File: src/rtl/rv_test_monitor.sv
// End-of-test monitor for the RV64I core: shadows the result register, watches
// the retire stream for the end PC and reports pass/fail/timeout plus counters.
module rv_test_monitor #(
    parameter int              XLEN       = 64,
    parameter logic [XLEN-1:0] END_PC     = 'h0000_001c,
    parameter int              RESULT_REG = 3,
    parameter int              MAX_CYCLES = 100000,
    parameter int              CNT_W      = 32
) (
    input  logic             clk,
    input  logic             rst,
    input  logic             start_i,
    input  logic             retire_i,
    input  logic [XLEN-1:0]  retire_pc_i,
    input  logic             rf_we_i,
    input  logic [4:0]       rf_waddr_i,
    input  logic [XLEN-1:0]  rf_wdata_i,
    output logic             busy_o,
    output logic             done_o,
    output logic             pass_o,
    output logic             fail_o,
    output logic             timeout_o,
    output logic             end_pulse_o,
    output logic [XLEN-1:0]  result_o,
    output logic [CNT_W-1:0] cycle_cnt_o,
    output logic [CNT_W-1:0] instr_cnt_o
);

    typedef enum logic [2:0] {
        S_IDLE,
        S_RUN,
        S_PASS,
        S_FAIL,
        S_TIMEOUT
    } state_t;

    localparam logic [4:0]       RES_ADDR = 5'(RESULT_REG);
    localparam logic [CNT_W-1:0] WD_LAST  = CNT_W'(MAX_CYCLES - 1);

    state_t            state, state_nxt;
    logic [XLEN-1:0]   shadow;
    logic [XLEN-1:0]   result_r;
    logic [CNT_W-1:0]  cycle_cnt;
    logic [CNT_W-1:0]  instr_cnt;
    logic              end_pulse_r;

    logic              res_wr;
    logic              end_hit;
    logic              wd_hit;
    logic              arm;
    logic [XLEN-1:0]   eff_result;

    // x0 is hard-wired zero, so it can never feed the shadow even if misconfigured
    assign res_wr     = rf_we_i && (rf_waddr_i == RES_ADDR) && (rf_waddr_i != 5'd0);
    assign end_hit    = (state == S_RUN) && retire_i && (retire_pc_i == END_PC);
    assign wd_hit     = (state == S_RUN) && (cycle_cnt == WD_LAST);
    assign arm        = start_i && (state != S_RUN);
    assign eff_result = res_wr ? rf_wdata_i : shadow;

    always_comb begin
        state_nxt = state;
        case (state)
            S_IDLE, S_PASS, S_FAIL, S_TIMEOUT: begin
                if (start_i) state_nxt = S_RUN;
            end
            S_RUN: begin
                if (end_hit)     state_nxt = (eff_result == '0) ? S_PASS : S_FAIL;
                else if (wd_hit) state_nxt = S_TIMEOUT;
            end
            default: state_nxt = S_IDLE;
        endcase
    end

    always_ff @(posedge clk or posedge rst) begin
        if (rst) begin
            state       <= S_IDLE;
            shadow      <= '0;
            result_r    <= '0;
            cycle_cnt   <= '0;
            instr_cnt   <= '0;
            end_pulse_r <= 1'b0;
        end else begin
            state       <= state_nxt;
            end_pulse_r <= (state == S_RUN) && (state_nxt != S_RUN);
            if (arm) begin
                shadow    <= '0;
                cycle_cnt <= '0;
                instr_cnt <= '0;
            end else if (state == S_RUN) begin
                cycle_cnt <= cycle_cnt + 1'b1;
                if (retire_i && (instr_cnt != '1)) instr_cnt <= instr_cnt + 1'b1;
                if (res_wr) shadow <= rf_wdata_i;
                // end detection outranks the watchdog on a coincident cycle
                if (end_hit)     result_r <= eff_result;
                else if (wd_hit) result_r <= shadow;
            end else if ((state == S_IDLE) && res_wr) begin
                shadow <= rf_wdata_i;
            end
        end
    end

    assign busy_o      = (state == S_RUN);
    assign pass_o      = (state == S_PASS);
    assign fail_o      = (state == S_FAIL);
    assign timeout_o   = (state == S_TIMEOUT);
    assign done_o      = pass_o || fail_o || timeout_o;
    assign end_pulse_o = end_pulse_r;
    assign result_o    = result_r;
    assign cycle_cnt_o = cycle_cnt;
    assign instr_cnt_o = instr_cnt;

endmodule
File: config.mk
export PLATFORM = sky130hd
export DESIGN_NAME = rv_test_monitor
export DESIGN_NICKNAME = d
export VERILOG_FILES = /design/src/rtl/rv_test_monitor.sv
export SDC_FILE = /design/constraint.sdc
export NUM_CORES = 1
export LEC_CHECK = 0
export ABC_AREA = 0
export CAP_MARGIN = 15
export CORE_MARGIN = 5
export CORE_UTILIZATION = 49
export CTS_CLUSTER_DIAMETER = 100
export DETAILED_ROUTE_END_ITERATION = 8
export GPL_TIMING_DRIVEN = 0
export HOLD_SLACK_MARGIN = 0.12
export PLACE_DENSITY = 0.81
export SYNTH_ARGS = -nofsm -noshare
export SYNTH_HDL_FRONTEND = slang
export SYNTH_SLANG_ARGS = --single-unit
File: constraint.sdc
create_clock -name clk -period 7.9 [get_ports clk]
set_input_delay 1.58 -clock clk [delete_from_list [all_inputs] [get_ports clk]]
set_output_delay 1.58 -clock clk [all_outputs]
set_load 0.01 [all_outputs]
# == After elaboration in Yosys (flattened, before gate mapping) ==
# Index checks and enable logic that the tools add are counted.
# totals
ff_bits,196
latchBits,0
ram_bits,0
mem_bits_ro,0
inputBits,138
output_inout_bits,134
elab_cells,56
mem_count,0
# classes
addsub,2
mul,0
div_mod_pow,0
n_lt_le_gt_ge,0
n_eq_ne,10
shifts,0
n_mux,16
bitwise,1
reduce_logical,21
# ops
op,n
$mux W64,6
$mux W32,5
$add A32 B1 Y32 const B,2
$eq A64 B5 Y1 const B,1
$logic_not A64 Y1,1
$eq A32 B17 Y1 const B,1
$ne A32 B32 Y1 const B,1
$logic_and A1 B1 Y1,9
$mux W3,3
$eq A3 B2 Y1 const B,2
$ne A3 B1 Y1 const B,2
$pmux W3 S2,1
$reduce_bool A2 Y1,3
$eq A5 B2 Y1 const B,1
$reduce_bool A5 Y1,1
$reduce_or A4 Y1,1
$eq A3 B1 Y1 const B,1
$eq A3 B3 Y1 const B,1
$logic_not A3 Y1,1
$reduce_and A3 Y1,1
$reduce_bool A3 Y1,1
$logic_or A1 B1 Y1,2
$reduce_and A2 Y1,1
$mux W1,1
$not A1 Y1,1

# == Depth between registers and ports, before layout ==
# logic_depth
word_depth,10
ltp_mapped,10

# == Least setup slack after synthesis ==
# No wires, ideal clock.
# synth_timing
path_kind,in2reg
startpoint,in retire_pc_i[25]
endpoint,"reg result_r[0], in the netlist result_o[0]"
setup_time_ps,119
arrival_time_ps,3333
required_ps,7781
setup_slack_ps,4447
path_stages,8
n_path_buf,2
cell_sequence,nor4_1 -> nand4_1 -> or4_1 -> or3_1 -> buf_4 -> buf_6 -> o22ai_2 -> nor2_1
# synth_via
elab_chain_cells,4
word_cells_on_any_way,5
# synth_lines
element,line,source
start: declaration,14,"input logic [XLEN-1:0] retire_pc_i,"
$eq A64 B5 Y1 *,55,assign end_hit = (state == S_RUN) && retire_i && (retire_pc_i == END_PC);
$logic_and A1 B1 Y1 *,55,
$reduce_bool A2 Y1 (no line),-,
$reduce_and A3 Y1 (no line),-,
end signal: assignment,94,if (end_hit) result_r <= eff_result;
end signal: assignment,95,else if (wd_hit) result_r <= shadow;
end: declaration,42,logic [XLEN-1:0] result_r;
# Mark *: on every way between the ends. The rest lies on a longest branch, timed or not.
# A chain may end at the register's enable or synchronous reset.

# == Final worst setup path ==
# layout_timing
startpoint,in retire_pc_i[13]
endpoint,"reg result_r[32], in the netlist result_o[32]"
# Same word-level chain as after synthesis.

==> metrics.md <==
| Metric | Value |
|---|---|
| Outcome | `complete, no violations` |
| Maximum net fanout on the critical path | `10` |
| WL final | `33200 um` |
| Most used routing layer | `met2` |
| DRC viols | `0` |
| Number of core rows | `51` |
| Post-CTS setup repair buffer count | `0` |
| Worst Tran Pin Value | `0.928 ns` |
| Clk slew on worst S/H paths | `0.08 ns` |
| Placement Cell Area | `12800 um2` |
| Top Ports | `272` |
| Buffer depth of the longest clock path | `2` |
| Seq cells post-synth | `196` |
| Number of nets in the layout | `1462` |
| GRT Overall Usage | `0.290` |
| Met1 Use GR | `0.380` |
| Setup WS pre-CTS | `3.05 ns` |
| CP max-delay cell | `sky130_fd_sc_hd__nor4_1` |
| Grt total ovfl | `0` |
| Kind of start point of the critical path | `primary input` |
| Per-cell via count in the routed design | `5.96` |
| FMAX | `220 MHz` |
| Gate count after technology mapping | `1030` |
| Die Y | `151 um` |
| N_diodes | `0` |
| Final worst clock skew | `0.0112 ns` |
| Global routing usage on met2 | `0.489` |
| Count of final max-slew check failures | `0` |
| Count of unique library cells instantiated by Yosys | `47` |
| Hold-fix buffers, CTS | `0` |
| Max-slew headroom | `0.376` |
| Clock root buffer | `sky130_fd_sc_hd__clkbuf_16` |
| Asr flop ratio synth | `1.00` |
| RSZ-0062 raised after global routing | `false` |
| Fraction of post-synthesis cell area in the top cell type by area | `0.505` |
| Share of post-route cells with drive strength above 1 | `0.0966` |
| Yosys synthesis warning count | `0` |
| Biggest area contributors in the synthesized netlist | `sky130_fd_sc_hd__dfrtp_1 (51%), sky130_fd_sc_hd__o22ai_2 (7.7%), sky130_fd_sc_hd__a21oi_1 (7.1%), sky130_fd_sc_hd__nand2_1 (6.7%), sky130_fd_sc_hd__nor4_1 (4.4%)` |
| Core Util, Final | `0.688` |
| 1st-pass router iterations | `5` |
| Tcrit/Tclk final | `0.577` |
| Total negative slack for setup checks | `0 ns` |
| Deepest level of the CTS H-tree | `4` |
| Placeable core region | `19500 um2` |
| Leakage power summed over all cells | `5.12 nW` |
| Clock insertion delay at the later pin of the skew report | `0.43 ns` |
| Non-Filler Cell Area, Final | `13400 um2` |
| Maximum number of pins on one net before global-route repair | `119` |
| Worst EP arrival | `4.92 ns` |
| Worst hold-check slack | `0.523 ns` |
| Final WS setup | `3.34 ns` |
| Cell Area, Synth | `9710 um2` |
| R2R setup slack | `5.08 ns` |
| Filler instances | `1532` |
| Nature of the critical path endpoint | `flip-flop` |
| Part of the Yosys area used for sequential elements | `0.505` |
| Mean instance size in the synthesized netlist | `9.43 um2` |
| Number of instances in the placed design | `1568` |
| Via count of the first global-routing pass | `9376` |
| Combined area of the multi-input logic cells | `4450 um2` |
| DR WL/cell | `20.8 um` |
| Wire length of the first global-routing pass | `51400 um` |
| Period minus WS final | `4.56 ns` |
| Flip-flop cell with the highest count after synthesis | `sky130_fd_sc_hd__dfrtp_1` |
| Grt met3 use | `0.0679` |
| Routability Congestion | `0.888` |
| Die outline area | `22700 um2` |
| Total area of sequential cells | `4900 um2` |
| Max incr delay on CP | `0.64 ns` |
| Critical path required time | `8.27 ns` |
| Post-synthesis to final-layout area growth | `38.0%` |
| Hold violation count in the final report | `0` |
| Worst min-delay path class | `reg2reg` |
| Die extent in x | `151 um` |
| Worst vdd rail ir drop | `148 uV` |
| Initial antenna violation count | `1` |
| # setup viols final | `0` |
| Number of standard cells in the final layout excluding fillers | `1600` |
| Number of buffers added by the clock tree synthesis step | `17` |
| Number of flops mapped to enable cells by yosys | `0` |
| Total of max-cap violations | `0` |
| Power per cell area | `189 nW/um2` |
| Synth area leader | `sky130_fd_sc_hd__dfrtp_1` |
| Number of resized instances in the post-cts repair step | `0` |
| CTS tree | `yes` |
| Total power | `2.53 mW` |
| Count of input and output buffers | `271` |
| Class of the most critical setup path | `in2reg` |
| Half-perimeter wire length after detailed placement | `25000 um` |
| Total clock sinks | `196` |
| Synthesized net count | `1170` |
| Via Count | `9539` |
| Remaining antenna violation count after routing | `0` |
| Critical Path, Cell by Cell | `clkdlybuf4s50_1 -> nor4_1 -> nand4_1 -> or3_1 -> o31ai_1 -> buf_2 -> clkbuf_1 -> a21oi_1 -> nor2_1` |
| Most frequent cells in the layout | `sky130_fd_sc_hd__clkdlybuf4s50_1 (271), sky130_fd_sc_hd__dfrtp_1 (196), sky130_fd_sc_hd__nand2_1 (174)` |
| Most frequent standard cell in the layout excluding fill and tap cells | `sky130_fd_sc_hd__clkdlybuf4s50_1` |
| Initial detailed-routing violation count | `804` |
| Initial standard-cell utilization of the core | `0.499` |
final cells by class:
cell class                      instances  area share
Tap cell                              265      0.0248
Sequential cell                       196       0.366
Inverter                                8     0.00280
Clock inverter                         12      0.0108
Buffer                                 59      0.0246
Clock buffer                           20      0.0341
Multi-Input combinational cell        767       0.332
Timing Repair Buffer                  273       0.205
kinds of logic after synthesis:
| logic type | count (synthesis) | synth area share |
|---|---|---|
| adder cells (fa/ha/maj) | 2 | 0.00258 |
| buffers and inverters | 67 | 0.0370 |
| flip-flops | 196 | 0.505 |
| AO/OA/AOI/OAI | 261 | 0.188 |
| XOR/XNOR | 18 | 0.0162 |
| AND/OR/NAND/NOR | 477 | 0.242 |
| multiplexers | 9 | 0.00928 |
worst paths after layout:
path	from	endpoint	depth (start not counted)
setup / recovery	retire_pc_i[13]	result_o[32]	9
setup reg to reg	state[0]	result_o[32]	9
hold / removal	shadow[22]	result_o[22]	2
min in group asynchronous	rst	cycle_cnt_o[16]	2
hold reg to reg	shadow[22]	result_o[22]	2
max in group asynchronous	rst	shadow[34]	3
sequential cells by signal, summed over array words and instances, names as in the netlist:
register and count:
instr_cnt_o 32, cycle_cnt_o 32, result_o 64, end_pulse_o 1, shadow 64, state 3
critical path: cells and delay by family:
family,cells,cell delay [ns]
and+or+nand+nor,4,1.45
buffers and inverters,3,1.27
AOI/OAI and AO/OA,2,0.60
Yosys cell counts, drive strengths merged (13+ instances only):
library cell  count
a21oi           138
o22ai            64
nor4             68
nand2           174
nand4            30
nor3             13
dfrtp           196
xnor2            13
or3              17
nor2             98
o21ai            34
nand3            33
buf              30
clkbuf           29
per-layer routing:
metal  part of all wire  up-vias  routed length, um
met1               0.40     4661              13300
met2               0.49      480              16300
met3              0.092       44               3070
met5            0.00060        -                 20
li1                   -     4352                  -
met4              0.017        2                578
report_power, final:
part           switching [mW]  total [mW]  internal, mW
logic                   0.195       0.416         0.220
registers               0.121        1.23          1.10
clock network           0.397       0.888         0.491
total                   0.713        2.53          1.82
Note: power is estimated with default switching activity, not from simulation.
